[config.mk]
export PLATFORM = sky130hd
export DESIGN_NAME = lsu_queued
export DESIGN_NICKNAME = d
export VERILOG_FILES = /design/src/rtl/lsu_pkg.sv /design/src/rtl/lsu_rq_fifo.sv /design/src/rtl/lsu_queued.sv
export SDC_FILE = /design/constraint.sdc
export NUM_CORES = 1
export LEC_CHECK = 0
export BUFFER_PORTS_ARGS = -buffer_cell sky130_fd_sc_hd__buf_4
export CORE_AREA = 2 2 176 178
export CTS_CLUSTER_DIAMETER = 60
export CTS_CLUSTER_SIZE = 24
export DETAILED_ROUTE_END_ITERATION = 10
export DIE_AREA = 0 0 178 180
export GPL_TIMING_DRIVEN = 0
export PLACE_DENSITY = 0.59
export SLEW_MARGIN = 20
export SYNTH_ARGS = -nofsm -noshare
export SYNTH_HDL_FRONTEND = slang
export SYNTH_SLANG_ARGS = --single-unit
[constraint.sdc]
create_clock -name clk -period 6 [get_ports clk]
set_input_delay 0.6 -clock clk [delete_from_list [all_inputs] [get_ports clk]]
set_output_delay 0.6 -clock clk [all_outputs]
set_load 0.01 [all_outputs]
[src/rtl/lsu_pkg.sv]
// Shared constants and FSM encoding for the queued load/store unit.
// The entry layout depends on instance widths, so the top declares it next to its parameters.
package lsu_pkg;

    localparam logic LSU_CMD_RD = 1'b0;
    localparam logic LSU_CMD_WR = 1'b1;

    localparam logic LSU_W_BYTE = 1'b0;
    localparam logic LSU_W_WORD = 1'b1;

    typedef enum logic [1:0] {
        ST_IDLE  = 2'd0,
        ST_BEAT0 = 2'd1,
        ST_BEAT1 = 2'd2
    } lsu_state_e;

endpackage

[src/rtl/lsu_rq_fifo.sv]
// Request queue for the load/store unit: DEPTH entries, single clock, flush clears it in one cycle.
module lsu_rq_fifo #(
    parameter type entry_t = logic [7:0],
    parameter int  DEPTH   = 4
) (
    input  logic                   clk,
    input  logic                   a_rst,
    input  logic                   push,
    input  logic                   pop,
    input  logic                   flush,
    input  entry_t                 wr_entry,
    output entry_t                 rd_entry,
    output logic [$clog2(DEPTH):0] count,
    output logic                   full,
    output logic                   empty
);

    localparam int PTR_W = $clog2(DEPTH);
    localparam int CNT_W = PTR_W + 1;

    entry_t             mem [DEPTH];
    logic [PTR_W-1:0]   wr_ptr;
    logic [PTR_W-1:0]   rd_ptr;
    logic               do_push;
    logic               do_pop;

    assign full     = (count == CNT_W'(DEPTH));
    assign empty    = (count == '0);
    assign do_push  = push & ~full & ~flush;
    assign do_pop   = pop & ~empty & ~flush;
    assign rd_entry = mem[rd_ptr];

    always_ff @(posedge clk or posedge a_rst) begin
        if (a_rst) begin
            wr_ptr <= '0;
            rd_ptr <= '0;
            count  <= '0;
        end else if (flush) begin
            wr_ptr <= '0;
            rd_ptr <= '0;
            count  <= '0;
        end else begin
            if (do_push) wr_ptr <= wr_ptr + 1'b1;
            if (do_pop)  rd_ptr <= rd_ptr + 1'b1;
            case ({do_push, do_pop})
                2'b10:   count <= count + 1'b1;
                2'b01:   count <= count - 1'b1;
                default: count <= count;
            endcase
        end
    end

    // Storage needs no reset; the pointers decide what is valid.
    always_ff @(posedge clk) begin
        if (do_push) mem[wr_ptr] <= wr_entry;
    end

endmodule

[src/rtl/lsu_queued.sv]
// Queued load/store unit: buffers tagged requests, drives the data-memory bus one beat at a time,
// splits misaligned word accesses into two beats and returns tagged responses in order.
module lsu_queued
    import lsu_pkg::*;
#(
    parameter int DATA_W = 16,
    parameter int ADDR_W = 16,
    parameter int DEPTH  = 4,
    parameter int TID_W  = 1
) (
    input  logic                clk,
    input  logic                a_rst,
    input  logic                rq_valid,
    output logic                rq_ready,
    input  logic [ADDR_W-1:0]   rq_addr,
    input  logic [DATA_W-1:0]   rq_data,
    input  logic                rq_width,
    input  logic                rq_cmd,
    input  logic [TID_W-1:0]    rq_t_id,
    input  logic                flush,
    input  logic                mem_rdy,
    input  logic [DATA_W-1:0]   mem_data_in,
    output logic [ADDR_W-1:0]   mem_addr,
    output logic [DATA_W-1:0]   mem_data,
    output logic [DATA_W/8-1:0] mem_be,
    output logic                mem_cmd,
    output logic                mem_bus_assert,
    output logic                rsp_valid,
    output logic                rsp_cmd,
    output logic [TID_W-1:0]    rsp_t_id,
    output logic [DATA_W-1:0]   rsp_data
);

    localparam int BYTES = DATA_W / 8;
    localparam int OFF_W = $clog2(BYTES);
    localparam logic [BYTES-1:0] ALL_BE = {BYTES{1'b1}};
    localparam logic [BYTES-1:0] ONE_BE = {{(BYTES-1){1'b0}}, 1'b1};

    typedef struct packed {
        logic [ADDR_W-1:0] addr;
        logic [DATA_W-1:0] data;
        logic              width;
        logic              cmd;
        logic [TID_W-1:0]  t_id;
    } entry_t;

    entry_t               in_entry, head, nxt, iss;
    logic [$clog2(DEPTH):0] count;
    logic                 full, empty, push, take, nxt_avail;
    logic                 beat_done, split_iss, finish;
    lsu_state_e           state;
    logic [DATA_W-1:0]    stage, rd_result, nxt_data, b1_data;
    logic [BYTES-1:0]     nxt_be, b1_be;
    logic [ADDR_W-1:0]    nxt_addr, b1_addr;
    logic [OFF_W-1:0]     nxt_off, iss_off;

    assign in_entry = '{addr: rq_addr, data: rq_data, width: rq_width, cmd: rq_cmd, t_id: rq_t_id};
    assign rq_ready = ~full;
    assign push     = rq_valid & rq_ready & ~flush;

    // An empty queue is bypassed so a push into an idle unit reaches the bus on the next cycle.
    assign nxt       = empty ? in_entry : head;
    assign nxt_avail = (~empty & ~flush) | push;

    assign iss_off   = iss.addr[OFF_W-1:0];
    assign split_iss = (iss.width == LSU_W_WORD) && (iss_off != '0);
    assign beat_done = mem_bus_assert & mem_rdy;
    assign finish    = beat_done & ((state == ST_BEAT1) | ((state == ST_BEAT0) & ~split_iss));
    assign take      = nxt_avail & ((state == ST_IDLE) | finish);

    lsu_rq_fifo #(.entry_t(entry_t), .DEPTH(DEPTH)) u_fifo (
        .clk      (clk),
        .a_rst    (a_rst),
        .push     (push & ~(take & empty)),
        .pop      (take & ~empty),
        .flush    (flush),
        .wr_entry (in_entry),
        .rd_entry (head),
        .count    (count),
        .full     (full),
        .empty    (empty)
    );

    assign nxt_off  = nxt.addr[OFF_W-1:0];
    assign nxt_addr = {nxt.addr[ADDR_W-1:OFF_W], {OFF_W{1'b0}}};
    assign nxt_be   = (nxt.width == LSU_W_WORD) ? (ALL_BE << nxt_off) : (ONE_BE << nxt_off);
    assign nxt_data = (nxt.width == LSU_W_WORD) ? (nxt.data << (8 * nxt_off)) : {BYTES{nxt.data[7:0]}};

    // Second beat carries the high bytes of a misaligned word in the low lanes of the next word.
    assign b1_addr = {iss.addr[ADDR_W-1:OFF_W], {OFF_W{1'b0}}} + ADDR_W'(BYTES);
    assign b1_be   = ~(ALL_BE << iss_off);
    assign b1_data = iss.data >> (8 * (BYTES - int'(iss_off)));

    always_comb begin
        rd_result = mem_data_in;
        if (iss.width == LSU_W_BYTE)
            rd_result = (mem_data_in >> (8 * iss_off)) & DATA_W'(8'hFF);
        else if (split_iss)
            rd_result = (stage >> (8 * iss_off)) | (mem_data_in << (8 * (BYTES - int'(iss_off))));
    end

    always_ff @(posedge clk or posedge a_rst) begin
        if (a_rst) begin
            state          <= ST_IDLE;
            iss            <= '0;
            stage          <= '0;
            mem_addr       <= '0;
            mem_data       <= '0;
            mem_be         <= '0;
            mem_cmd        <= 1'b0;
            mem_bus_assert <= 1'b0;
            rsp_valid      <= 1'b0;
            rsp_cmd        <= 1'b0;
            rsp_t_id       <= '0;
            rsp_data       <= '0;
        end else begin
            rsp_valid <= 1'b0;
            if (state == ST_BEAT0 && beat_done && split_iss) begin
                stage    <= mem_data_in;
                mem_addr <= b1_addr;
                mem_be   <= b1_be;
                mem_data <= b1_data;
                state    <= ST_BEAT1;
            end else begin
                if (finish) begin
                    rsp_valid <= 1'b1;
                    rsp_cmd   <= iss.cmd;
                    rsp_t_id  <= iss.t_id;
                    rsp_data  <= (iss.cmd == LSU_CMD_WR) ? '0 : rd_result;
                end
                if (take) begin
                    iss            <= nxt;
                    mem_addr       <= nxt_addr;
                    mem_be         <= nxt_be;
                    mem_data       <= nxt_data;
                    mem_cmd        <= nxt.cmd;
                    mem_bus_assert <= 1'b1;
                    state          <= ST_BEAT0;
                end else if (finish) begin
                    mem_bus_assert <= 1'b0;
                    state          <= ST_IDLE;
                end
            end
        end
    end

endmodule

Word-level counts from Yosys, hierarchy flattened:

Memory sizes are Yosys's and may differ from the RTL's.
Cells that the tools add are included.

* bits in read-only memories: 0
* bits in writable memories: 140
* bits in registers: 114
* word-level logic and storage cells: 104
* input bits: 56
* latch bits: 0
* memories kept: 1
* output and inout bits: 56

Memory list
* u_fifo.mem: depth 4, width 35, rd ports 1, clocked after memory_dff 0, wr ports 1, line lsu_rq_fifo.sv:21 `entry_t mem [DEPTH];`

* shift operators: 8
* div/mod/pow operators: 0
* order comparisons: 0
* reductions and logical operators: 14
* $add $sub $neg: 6
* bitwise logic cells: 25
* equality and inequality tests: 5
* multiplexer cells: 27
* multiply operators: 0

Operators by type and width (count)
* 16-bit two-way mux: 8
* 35-bit two-way mux: 1
* 16-bit by 32-bit left shift with 16-bit output: 1
* 16-bit by 32-bit >> shifter with 16-bit output: 1
* 2-bit two-way mux: 10
* 16-bit by 2-bit adder with 16-bit output, second input constant: 1
* 16-bit OR: 1
* 16-bit by 4-bit left shift with 16-bit output: 1
* 16-bit by 4-bit >> shifter with 16-bit output: 1
* 16-bit by 4-bit >> shifter with 8-bit output: 1
* 1-bit AND: 14
* 2-bit nonzero test: 4
* 1-bit two-way mux: 6
* 1-bit inverter: 6
* 3-bit one-hot mux with 2 select lines: 1
* 2-bit AND reduction: 3
* 3-bit nonzero test: 2
* 2-bit by 1-bit adder with 2-bit output, second input constant: 2
* 2-bit by 1-bit equality test with 1-bit output, second input constant: 2
* 2-bit equality test, second input constant: 2
* 2-bit by 1-bit left shift with 2-bit output, first input constant: 2
* 3-bit by 1-bit adder with 3-bit output, second input constant: 1
* 3-bit equality test, second input constant: 1
* 1-bit logical AND: 3
* other kinds (8): 10

Logic depth before layout (Yosys ltp):

* depth after elaboration: 15
* depth in mapped cells: 12
* depth with buffers taken out: 8

Hierarchy:

From an unflattened synthesis, not the netlist that was laid out.

* cell total of the unflattened synthesis: 694
* area total of the unflattened synthesis: 10173.5 µm²

Modules (own cells, without submodules)
* lsu_rq_fifo: area an instance 5674.2 µm², times used 1, cells each 246
* lsu_queued: area an instance 4499.3 µm², times used 1, cells each 448

Worst setup path before layout:

No wires, ideal clock.

* path type: in2reg
* start point: input flush
* end point: memory u_fifo.mem[0][0] (netlist bit), enable pin
* path buffers: 1
* stages on the path: 4
* required time: 5.605 ns
* path slack: 3.155 ns
* arrival: 2.450 ns
* cell sequence: clkbuf_1 > or4_1 > o21ai_2 > and2_1

* cells in the longest elaborated chain, start to end: 11
* elaborated cells between the ends (all ways): 12

RTL lines
* from (decl): line lsu_queued.sv:20 `input logic flush,`
* 1-bit inverter *: line lsu_rq_fifo.sv:29, lsu_queued.sv:59, lsu_queued.sv:63
* 1-bit AND, on equally long branches: line lsu_queued.sv:63, lsu_queued.sv:59
* 1-bit OR: line lsu_queued.sv:63 `assign nxt_avail = (~empty & ~flush) | push;`
* 1-bit AND: line lsu_queued.sv:69 `assign take = nxt_avail & ((state == ST_IDLE) | finish);`
* 1-bit AND: line lsu_queued.sv:74 `.push (push & ~(take & empty)),`
* 1-bit inverter: line lsu_queued.sv:74
* 1-bit AND: line lsu_queued.sv:74
* 1-bit AND: line lsu_rq_fifo.sv:29 `assign do_push = push & ~full & ~flush;`
* 1-bit AND *: line lsu_rq_fifo.sv:29
* 1-bit two-way mux *: line lsu_rq_fifo.sv:55 `if (do_push) mem[wr_ptr] <= wr_entry;`
* 1-bit two-way mux (not written as such) *: line lsu_rq_fifo.sv:55
* to (decl): line lsu_rq_fifo.sv:21

Mark *: on every way between the ends. The rest lies on a longest branch, timed or not.

Worst setup path in the final report:

* start point: register u_fifo.count[0]
* end point: register u_fifo.count[2]

* cells in the longest elaborated chain, start to end: 14
* elaborated cells between the ends (all ways): 24

RTL lines
* from (decl): line lsu_rq_fifo.sv:13 `output logic [$clog2(DEPTH):0] count,`
* from (signal assigned): line lsu_rq_fifo.sv:46 `2'b10: count <= count + 1'b1;`
* from (signal assigned): line lsu_rq_fifo.sv:47 `2'b01: count <= count - 1'b1;`
* from (signal assigned): line lsu_rq_fifo.sv:48 `default: count <= count;`
* 3-bit equality test: line lsu_rq_fifo.sv:27 `assign full = (count == CNT_W'(DEPTH));`
* 1-bit inverter: line lsu_rq_fifo.sv:29, lsu_queued.sv:58
* 1-bit AND (2 in a row): line lsu_queued.sv:59 `assign push = rq_valid & rq_ready & ~flush;`
* 1-bit OR: line lsu_queued.sv:63
* 1-bit AND: line lsu_queued.sv:69
* 1-bit AND: line lsu_queued.sv:74
* 1-bit inverter: line lsu_queued.sv:74
* 1-bit AND: line lsu_queued.sv:74
* 1-bit AND (2 in a row): line lsu_rq_fifo.sv:29
* 2-bit by 1-bit equality test with 1-bit output / 2-bit equality test (equally long branches): line lsu_rq_fifo.sv:45 `case ({do_push, do_pop})`
* 3-bit one-hot mux with 2 select lines: line lsu_rq_fifo.sv:45
* 3-bit two-way mux: line lsu_rq_fifo.sv:38 `end else if (flush) begin`

Several ways; a longest one is shown, not always the timed one.
A chain may end at the register's enable or synchronous reset.

==> results.toml <==
[global_route]
grt_antenna_before_repair = 2
grt_max_degree = 54
first_global_vias = 6673
grt_pass1_wl_microns = 39400
overflow = 0
grtUsageTotal_pct = 16.0

[timing]
max_freq_ghz = 0.337
max_slew_margin_pct = 50.7
min_period_ns = 2.97
finalMaxSlewViolations = 0
rsz0062_at_grt = "no"
hold_viol = 0
worst_slew_pin_slew_ns = 0.740
finalSetupViolCount = 0
finalClockSkew_ns = 0.0268
post-route-period-util_pct = 49.5
final.setup.tns_ns = 0

[place]
port_buffers = 109
dp.cells = 1241
gp_congestion = 0.794
dp.final_hpwl_microns = 17600
placed_cell_area_sq_mm = 0.0118

[yosys]
synth_warnings = 0
synth.most_common_cell = "edfxtp_1"
yosysUniqueCellTypes = 55
yosysTopAreaCellShare_pct = 40.5
ys_top_cells_by_area = "edfxtp_1 40%, dfrtp_1 23%, mux4_2 7.4%"
async_flop_share_pct = 40.9
synth_edf_count = 140
netlist_instances = 731
synth-main-ff-cell = "edfxtp_1"
synth_common_cells = "140 x edfxtp_1, 111 x nand2_1, 97 x dfrtp_1"
ys_seq_area_share_pct = 63.8
ys_seq_elements = 237
yosysTopAreaCell = "edfxtp_1"
syn_area_sq_mm = 0.0104
syn_nets = 793
syn-mean-instance-area_sq_um = 14.2

[clocking]
clkLatencyLatePin_ns = 0.53
cts_buffers = 21
cts_setup_buffers = 0
htreeDepth = 1
cts_buffer_depth = 3
post_cts_resized = 0
cts_root_buf = "clkbuf_16"
path_clk_slew_ns = 0.07
cts_tree = "done"
cts_hold_buffers = 0
clock-sinks = 237

[final_layout]
nets = 930
syn2layout_area_growth_pct = 20.9
num-fill-cells = 2793
final_area_sq_mm = 0.0126
final_util_pct = 41.6
drive_above_1_share_pct = 28.7
stdcell_count = 1280

[routing]
firstDrtPassIters = 5
vias_per_cell = 5.06
wl_per_cell_microns = 19.9
drc = 0
vias = 6473
drt-initial-drc-count = 362
drtAntennaViolNets = 0
drt_wl_total_microns = 25500

[pwr]
p_sw_share_pct = 37.7
power_density_mw_per_mm2 = 508
p_clk_share_pct = 22.4
power_frac_seq_pct = 37.7
combPwrFrac_pct = 39.9
internal_power_uw = 3980
p_sw_uw = 2410
total_leakage_power_uw = 0.00498
ir_drop_v = 0.000213

[setup_path]
crit_type = "flip-flop to flip-flop"
cp_max_fo = 10
worstPathRequired_ns = 6.43
endpoint_kind = "flip-flop"
start_kind = "flip-flop"
arrival_ns = 3.40

[die]
row_count = 64
fp.dieW_microns = 178
core_sq_mm = 0.0302
dieArea_sq_mm = 0.0320
io_pins = 112
start_util_pct = 34.4
die_y_microns = 180

[status]
run_status = "completed"

[job]
drv_cap = 0

[min_path]
holdCritPathClass = "input pin to async pin"
==> per-layer routing <==
metal | track usage [%] | wire [microns] | up-vias
li1 | - | - | 3028
met1 | 22.3 | 11500 | 3246
met2 | 26.2 | 12100 | 162
met3 | 2.45 | 1360 | 35
met4 | 3.90 | 547 | 2
met5 | 0 | 16 | -
==> metrics by stage <==
stage                     setup slack (ns)  power (uW)  hold WS [ns]
final                                 3.03        6380        0.0819
after global routing                  2.82        6780         0.134
after CTS                             3.02        6470         0.106
after detailed placement              2.92        5030         0.463
after global placement                1.37        4970         0.460
after floorplan                       2.87        4100         0.445
==> kinds of logic after synthesis <==
logic type,after synthesis,share of synthesized area [%]
buffers and inverters,56,2.99
other,1,0.0361
AO/OA/AOI/OAI,142,10.1
AND/OR/NAND/NOR,180,7.79
adder cells (fa/ha/maj),6,0.795
flip-flops,237,63.8
multiplexers,94,13.2
XOR/XNOR,15,1.26
==> flip-flops by register name, summed over array words and instances (netlist names) <==
name            cells
iss                27
mem_data           16
mem_addr           15
rsp_cmd             1
u_fifo.wr_ptr       2
rsp_data           16
u_fifo.mem        140
u_fifo.count        3
mem_bus_assert      1
u_fifo.rd_ptr       2
state               2
rsp_valid           1
rsp_t_id            1
stage               8
mem_be              2
==> final cells by class <==
type | count | area [sq um] | share of cell area (%)
timing repair buffer | 114 | 941 | 7.49
inverter | 7 | 31.3 | 0.249
tap | 396 | 495 | 3.94
buffer | 49 | 284 | 2.26
sequential | 237 | 6630 | 52.8
clock buffer | 21 | 526 | 4.18
clock inverter | 17 | 201 | 1.60
multi-input combinational | 438 | 3450 | 27.5
antenna | 1 | 2.50 | 0.0199
==> power groups by stage <==
stage               Sequential (uW)  Clock, uW  Combinational, uW
global placement               2450          0               2530
CTS                            2410       1460               2590
floorplan                      2440          0               1660
global route                   2460       1510               2810
detailed placement             2450          0               2590
finish                         2410       1430               2550
==> worst max-delay path, stage by stage (launching register included) <==
cell      delay, ns
dfrtp_1        0.47
nor3_1         0.27
buf_2          0.29
clkbuf_1       0.56
a211oi_2       0.12
fa_1           0.45
or3_1          0.40
and3_1         0.18
nor4_2         0.12
==> worst paths after layout <==
| check | cells past startpoint | to | slack (ns) | start |
|---|---|---|---|---|
| worst max-delay path | 8 | u_fifo.count[2] | 3.03 | u_fifo.count[0] |
| worst min-delay path | 2 | u_fifo.wr_ptr[0] | 0.08 | a_rst |
| worst max register to register | 8 | u_fifo.count[2] | 3.03 | u_fifo.count[0] |
| worst min register to register | 2 | stage[13] | 0.48 | stage[13] |
| max in group asynchronous | 3 | mem_data[9] | 5.29 | a_rst |
| min in group clk | 1 | u_fifo.mem[1][34] | 0.28 | rq_addr[15] |
==> cell usage in the layout (no fill, tap or decap), types with 3 or more instances in the layout <==
cell type,n
buf_2,20
a22oi_1,9
or2_2,4
or3_1,4
a21oi_1,18
nor2_1,15
clkbuf_16,21
a21oi_2,12
nand3_1,8
ha_1,5
a221o_1,12
o31ai_1,18
nor3_1,8
o21ai_0,28
mux2i_1,58
a21o_1,16
inv_6,7
buf_4,115
and2_2,4
dfrtp_1,97
nand4_1,4
edfxtp_1,140
a22o_1,8
buf_6,7
o21ai_1,6
xnor2_1,7
inv_1,6
inv_12,4
mux4_2,34
nand2b_1,6
nand2_1,111
clkbuf_1,14
xor2_1,8
inv_8,3
buf_16,3
(Power assumes the default switching activity.)
